`config.mk`:
```
export PLATFORM = sky130hd
export DESIGN_NAME = id_ex_stage
export DESIGN_NICKNAME = d
export VERILOG_FILES = /design/src/rtl/rv32i_pkg.sv /design/src/rtl/hazard_detect.sv /design/src/rtl/id_ex_stage.sv
export SDC_FILE = /design/constraint.sdc
export NUM_CORES = 1
export LEC_CHECK = 0
export ABC_AREA = 1
export CORE_ASPECT_RATIO = 0.7
export CORE_UTILIZATION = 45
export CTS_BUF_LIST = sky130_fd_sc_hd__clkbuf_4 sky130_fd_sc_hd__clkbuf_8
export DETAILED_ROUTE_END_ITERATION = 7
export GPL_ROUTABILITY_DRIVEN = 0
export PLACE_DENSITY_LB_ADDON = 0.05
export SLEW_MARGIN = 0
export SYNTH_ARGS = -nofsm -noshare
export SYNTH_HDL_FRONTEND = slang
export SYNTH_HIERARCHICAL = 1
export SYNTH_SLANG_ARGS = --single-unit
```
`constraint.sdc`:
```
create_clock -name clk -period 2.8 [get_ports clk]
set_input_delay 0.28 -clock clk [delete_from_list [all_inputs] [get_ports clk]]
set_output_delay 0.28 -clock clk [all_outputs]
set_load 0.05 [all_outputs]
```
`src/rtl/rv32i_pkg.sv`:
```
// Shared RV32I decode helpers: opcode keys, the bubble instruction and
// register-field accessors used by the pipeline hazard logic.
package rv32i_pkg;

    localparam logic [4:0] OP_LOAD   = 5'b00000;
    localparam logic [4:0] OP_STORE  = 5'b01000;
    localparam logic [4:0] OP_BRANCH = 5'b11000;
    localparam logic [4:0] OP_JAL    = 5'b11011;
    localparam logic [4:0] OP_JALR   = 5'b11001;
    localparam logic [4:0] OP_LUI    = 5'b01101;
    localparam logic [4:0] OP_AUIPC  = 5'b00101;
    localparam logic [4:0] OP_R      = 5'b01100;
    localparam logic [4:0] OP_I      = 5'b00100;

    localparam logic [31:0] NOP_INSTR = 32'h0000_0013;

    function automatic logic [4:0] get_opc(input logic [31:0] instr);
        return instr[6:2];
    endfunction

    function automatic logic [4:0] get_rd(input logic [31:0] instr);
        return instr[11:7];
    endfunction

    function automatic logic [4:0] get_rs1(input logic [31:0] instr);
        return instr[19:15];
    endfunction

    function automatic logic [4:0] get_rs2(input logic [31:0] instr);
        return instr[24:20];
    endfunction

    function automatic logic uses_rs1(input logic [31:0] instr);
        logic [4:0] opc;
        opc = get_opc(instr);
        return (opc != OP_LUI) && (opc != OP_AUIPC) && (opc != OP_JAL);
    endfunction

    function automatic logic uses_rs2(input logic [31:0] instr);
        logic [4:0] opc;
        opc = get_opc(instr);
        return (opc == OP_R) || (opc == OP_STORE) || (opc == OP_BRANCH);
    endfunction

endpackage

```
`src/rtl/hazard_detect.sv`:
```
// Load-use hazard detector between the ID and EX stages; purely combinational
// so the stall reaches the PC and IF/ID registers in the same cycle.
module hazard_detect
    import rv32i_pkg::*;
(
    input  logic [31:0] instr_id,
    input  logic        valid_id,
    input  logic [31:0] instr_ex,
    input  logic        valid_ex,
    input  logic        flush,
    output logic        hazard,
    output logic        stall
);

    logic       ex_is_load;
    logic [4:0] rd_ex;
    logic       rs1_match;
    logic       rs2_match;

    assign ex_is_load = valid_ex && (get_opc(instr_ex) == OP_LOAD);
    assign rd_ex      = get_rd(instr_ex);
    assign rs1_match  = uses_rs1(instr_id) && (get_rs1(instr_id) == rd_ex);
    assign rs2_match  = uses_rs2(instr_id) && (get_rs2(instr_id) == rd_ex);

    // x0 is hardwired to zero, so a load into it can never feed a consumer.
    assign hazard = valid_id && ex_is_load && (rd_ex != 5'd0) && (rs1_match || rs2_match);

    // A redirect makes the ID instruction wrong-path, so holding it is pointless.
    assign stall  = hazard && !flush;

endmodule

```
`src/rtl/id_ex_stage.sv`:
```
// ID/EX pipeline register with load-use bubble insertion, redirect flush and
// a saturating stall-cycle counter for performance monitoring.
module id_ex_stage
    import rv32i_pkg::*;
#(
    parameter int          XLEN  = 32,
    parameter int          CNT_W = 16,
    parameter logic [31:0] NOP   = NOP_INSTR
) (
    input  logic             clk,
    input  logic             rst_n,
    input  logic [31:0]      instr_id,
    input  logic [XLEN-1:0]  pc_id,
    input  logic [XLEN-1:0]  rs1_data_id,
    input  logic [XLEN-1:0]  rs2_data_id,
    input  logic [XLEN-1:0]  imm_id,
    input  logic             valid_id,
    input  logic             flush,
    output logic [31:0]      instr_ex,
    output logic [XLEN-1:0]  pc_ex,
    output logic [XLEN-1:0]  rs1_data_ex,
    output logic [XLEN-1:0]  rs2_data_ex,
    output logic [XLEN-1:0]  imm_ex,
    output logic             valid_ex,
    output logic             stall_if,
    output logic             stall_id,
    output logic [CNT_W-1:0] stall_cnt
);

    logic [31:0]      instr_q, instr_d;
    logic [XLEN-1:0]  pc_q, pc_d;
    logic [XLEN-1:0]  rs1_q, rs1_d;
    logic [XLEN-1:0]  rs2_q, rs2_d;
    logic [XLEN-1:0]  imm_q, imm_d;
    logic             valid_q, valid_d;
    logic [CNT_W-1:0] cnt_q, cnt_d;
    logic             hazard;
    logic             stall;

    hazard_detect u_hazard_detect (
        .instr_id (instr_id),
        .valid_id (valid_id),
        .instr_ex (instr_q),
        .valid_ex (valid_q),
        .flush    (flush),
        .hazard   (hazard),
        .stall    (stall)
    );

    always_comb begin
        // NOTE: every next-state signal defaults to its current value first,
        // so no path through the branches below can infer a latch.
        instr_d = instr_q;
        pc_d    = pc_q;
        rs1_d   = rs1_q;
        rs2_d   = rs2_q;
        imm_d   = imm_q;
        valid_d = valid_q;
        cnt_d   = cnt_q;

        if (flush || hazard) begin
            // Bubble: data fields keep their stale value, they are don't-care.
            instr_d = NOP;
            valid_d = 1'b0;
        end else begin
            instr_d = valid_id ? instr_id : NOP;
            pc_d    = pc_id;
            rs1_d   = rs1_data_id;
            rs2_d   = rs2_data_id;
            imm_d   = imm_id;
            valid_d = valid_id;
        end

        if (stall && (cnt_q != {CNT_W{1'b1}})) begin
            cnt_d = cnt_q + CNT_W'(1);
        end
    end

    // NOTE: state registers use non-blocking assignments so every flop
    // samples the pre-edge value of every other flop.
    always_ff @(posedge clk or negedge rst_n) begin
        if (!rst_n) begin
            instr_q <= NOP;
            pc_q    <= '0;
            rs1_q   <= '0;
            rs2_q   <= '0;
            imm_q   <= '0;
            valid_q <= 1'b0;
            cnt_q   <= '0;
        end else begin
            instr_q <= instr_d;
            pc_q    <= pc_d;
            rs1_q   <= rs1_d;
            rs2_q   <= rs2_d;
            imm_q   <= imm_d;
            valid_q <= valid_d;
            cnt_q   <= cnt_d;
        end
    end

    assign instr_ex    = instr_q;
    assign pc_ex       = pc_q;
    assign rs1_data_ex = rs1_q;
    assign rs2_data_ex = rs2_q;
    assign imm_ex      = imm_q;
    assign valid_ex    = valid_q;
    assign stall_if    = stall;
    assign stall_id    = stall;
    assign stall_cnt   = cnt_q;

endmodule

```
==> out/summary.md <==
For this design the static power due to leakage is 0.005030 uW. In the routed design, unresolved DRC markers number 0. Data arrives at the worst endpoint at 2.03 ns. For this design, the sink count on the clock tree is 177.

Clock input transition at the sequential cells of the worst setup and hold paths: 0.09 ns. For the total power, the log shows 6631 uW. The tools report the library cell used as clock root buffer as clkbuf_8. Synthesis instantiated 32 different standard cells from the library. The first-pass GRT wire length was 31340 um. The finished layout holds 1137 standard cells, fillers aside. The startpoint kind of the worst setup timing path was a flip-flop.

Subtracting the final worst setup slack from the clock period gives 2.313 ns. Height of the die: 107.6 um. The final wirelength is 20010 um. Power spread over the standard cell area amounts to 583.6 nW/um2. The largest single stage delay on the critical path is 0.45 ns. The detail-routed via count per cell is 4.807, and the width of the chip is 152.9 um. The normalized max-slew margin was 0.6057; the iteration count of the initial detailed-routing pass was 4.

The kind of capture point of the worst setup path was an output port. The total number of nets in the final design is 1089, and the post-synthesis async set-or-reset flop share is 1.000. Post-synthesis sequential area ratio: 0.6183. The wire-length estimate of the detail-placed layout is 15580 um. The xor/xnor share of the synthesized area came out at 0.01222. The detailed router finished its first iteration with 317 violations.

For the final database, setup skew stands at 0.009858 ns. Number of buffer and inverter instances along the worst setup path: 2. The cell count after synthesis came out at 568. Walking the worst path, the cells encountered are xor2_1 > nor2_1 > nand3_2 > nand2_2 > nand2_2 > nor2_2 > buf_4 > buf_12. Number of nets produced by synthesis: 733. Setup repair after global routing left no endpoint under its margin.

In this run, placement finished with an instance count of 1104. Fraction of final layout cells with drive strength greater than 1: 0.2252. The worst reg-to-reg path cell count was 9. After synthesis the netlist holds a flip-flop and latch count of 177. Among all stages on the critical path, the largest delay is contributed by dfrtp_1. The tools report the reported max-cap violation count as 0. In the synthesized netlist the dominant register cell turns out to be dfrtp_1. The area share of and/or/nand/nor cells after synthesis is 0.1126, and the part of the cycle the worst path needs is 0.8261. The tools report the number of failing hold endpoints at the final stage as 0. The die covers 16450 um2. The number of port buffers works out to 342. The run gives 7169 um2 as the post-synthesis instance area. The all-layer global routing usage is 0.2522, and the pin count of the biggest net entering global routing is 67. The critical path runs through a total of 8 cells. Counting flops with a built-in enable in the synthesized netlist gives 0.

Critical path class: reg -> out. After floorplanning, the core was divided into 38 placement rows. The H-tree generated during clock tree synthesis spans 4 levels. The number of cells traversed by the worst hold path was 3.

The cell family contributing the most delay on the critical path is simple AND/OR/NAND/NOR gates. The tools report the effective utilization at floorplan as 0.4611. The worst-case IR drop observed on VDD is 306.1 uV. The core region is 15550 um2. TritonCTS built the clock tree.

The number of setup violations in the final report is 0. The final-report max-slew violation count was 0. The cell occurring most often along the worst timing path was nand2_2.

343 I/O pins were placed. The Yosys step of the flow raised 6 warnings. The biggest fanout along the worst timing path was 4. The post-synthesis mux area share was 0.2010; the mean area per synthesized cell was 12.62 um2. The total overflow left after global routing is 0. For the worst-skew pair, the clock arrives at the later sink with an insertion delay of 0.46 ns. The logs give 0.7309 for the share of the core filled with cells in the final layout and 1092 for the fill cell total of the finished layout. The number of global-route vias before repair was 5790. The pin slew with the least headroom to its limit was 0.5896 ns.

The logs give 0 ns for the setup TNS after final layout and 0 for the diode insertion count for antenna repair. The run gives 2.52 ns as the data required time of the worst path. The number of antenna violations at the first check in global routing is 0, and the number of antenna-violating nets in the routed design is 0. The achievable clock frequency was 432.3 MHz.

Classification of the worst-slack hold path: in -> reg. The run finished with clean final reports. The logs give 0 for the total of cells resized after clock tree synthesis and 2 for the maximum buffer depth of the clock tree. Across all layers, the routed design uses 5466 vias. The fraction of the mapped netlist area in adder cells was 0.001745.

Largest family of logic cells by synthesized area: multiplexers. From synthesis to final layout, the design area changed by 58.50%. The fraction of the mapped netlist area in compound gates works out to 0.004538. The wire length per cell works out to 17.60 um. Buffers inserted during clock tree synthesis total 17.
[tightest hold or removal path: stages]
cell	delay [ns]
clkdlybuf4s50_1	0.39
inv_1	0.05
nor2_1	0.03
[cells in the mapped netlist, drive strengths merged (2+ instances only)]
library cell / instances / area, um2
xnor2: 5 / 43.79
nand3: 13 / 70.07
nor2: 56 / 271.5
or2: 3 / 18.77
nand2: 81 / 349.1
buf: 18 / 125.1
nand4: 7 / 43.79
xor2: 5 / 43.79
dfrtp: 174 / 4354
inv: 59 / 221.5
mux2: 128 / 1441
nand3b: 3 / 22.52
clkinv: 2 / 8.750
dfstp: 3 / 78.83
o21ai: 5 / 32.53
[path summary, 6_finish.rpt]
check | from | slack (ns) | end
max | instr_ex[10]$_DFF_PN0_ | 0.49 | stall_if
min reg2reg | rs1_data_ex[29]$_DFFE_PN0P_ | 0.51 | rs1_data_ex[29]$_DFFE_PN0P_
min | instr_id[25] | 0.32 | instr_ex[25]$_DFF_PN0_
min in group asynchronous | rst_n | 0.34 | rs2_data_ex[28]$_DFFE_PN0P_
max reg2reg | instr_ex[8]$_DFF_PN0_ | 0.70 | imm_ex[13]$_DFFE_PN0P_
max in group asynchronous | rst_n | 1.51 | stall_cnt[3]$_DFFE_PN0P_
[repair_timing]
item | CTS | global route
hold buffers | 1 | 0
setup buffers | 0 | 0
hold endpoints to repair | 52 | 0
[cell families after synthesis]
| group | after synthesis |
|---|---|
| compound gates | 5 |
| simple gates | 168 |
| flops | 177 |
| buf+inv | 79 |
| fa+ha+maj | 1 |
| xor+xnor | 10 |
| mux | 128 |
[final cells by class]
cell class	instances	area [um2]	area share
flip-flops and latches	177	4433	0.3901
well taps	200	250.2	0.02202
clock inverters	11	177.7	0.01564
inverters	61	230.2	0.02026
multi-input cells	312	2389	0.2102
repair buffers	355	3607	0.3174
clock buffers	21	276.5	0.02433
[metal layers]
metal / part of all wire / vias to the layer above / wire length [um] / track usage
met4: 0.032 / 0 / 636 / 0.1075
met2: 0.50 / 210 / 9933 / 0.4279
li1: - / 2550 / - / -
met1: 0.39 / 2666 / 7871 / 0.2897
met3: 0.078 / 40 / 1564 / 0.09259
met5: 0 / - / 0 / 0
[flip-flops by register name, summed over array words and instances (netlist names)]
signal / flops
imm_ex: 32
instr_ex: 32
pc_ex: 32
rs1_data_ex: 32
rs2_data_ex: 32
stall_cnt: 16
valid_ex: 1
[metrics by stage]
stage	area, um2	setup WS (ns)	hold WS, ns
finish	11360	0.4868	0.3241
global route	11360	0.3576	0.3124
CTS	11360	0.4582	0.2989
detailed placement	10900	0.3287	0.2712
global placement	10900	0.4240	0.2657
floorplan	7169	0.2342	-0.01559
[layout by cell type, fill, tap and decap left out, types with 4 or more instances in the layout]
| master | count |
|---|---|
| clkbuf_8 | 19 |
| bufinv_16 | 4 |
| nand3_1 | 12 |
| nor2_1 | 44 |
| xor2_1 | 5 |
| clkdlybuf4s50_1 | 339 |
| buf_12 | 7 |
| nand4_1 | 7 |
| inv_2 | 4 |
| clkinv_4 | 5 |
| nor2_4 | 5 |
| nand2_1 | 71 |
| xnor2_1 | 5 |
| nand2_2 | 6 |
| buf_4 | 7 |
| mux2_2 | 128 |
| nor2_2 | 6 |
| dfrtp_1 | 174 |
| inv_1 | 55 |
| nand2_4 | 4 |
[power by group]
group          total, uW  internal [uW]  leakage (uW)  switching (uW)
registers           2870           2760       0.00213             109
clock network       1970           1050      0.000231             919
logic               1800            733       0.00266            1060
total               6630           4540       0.00503            2090
Power figures use the tool's default switching activity.
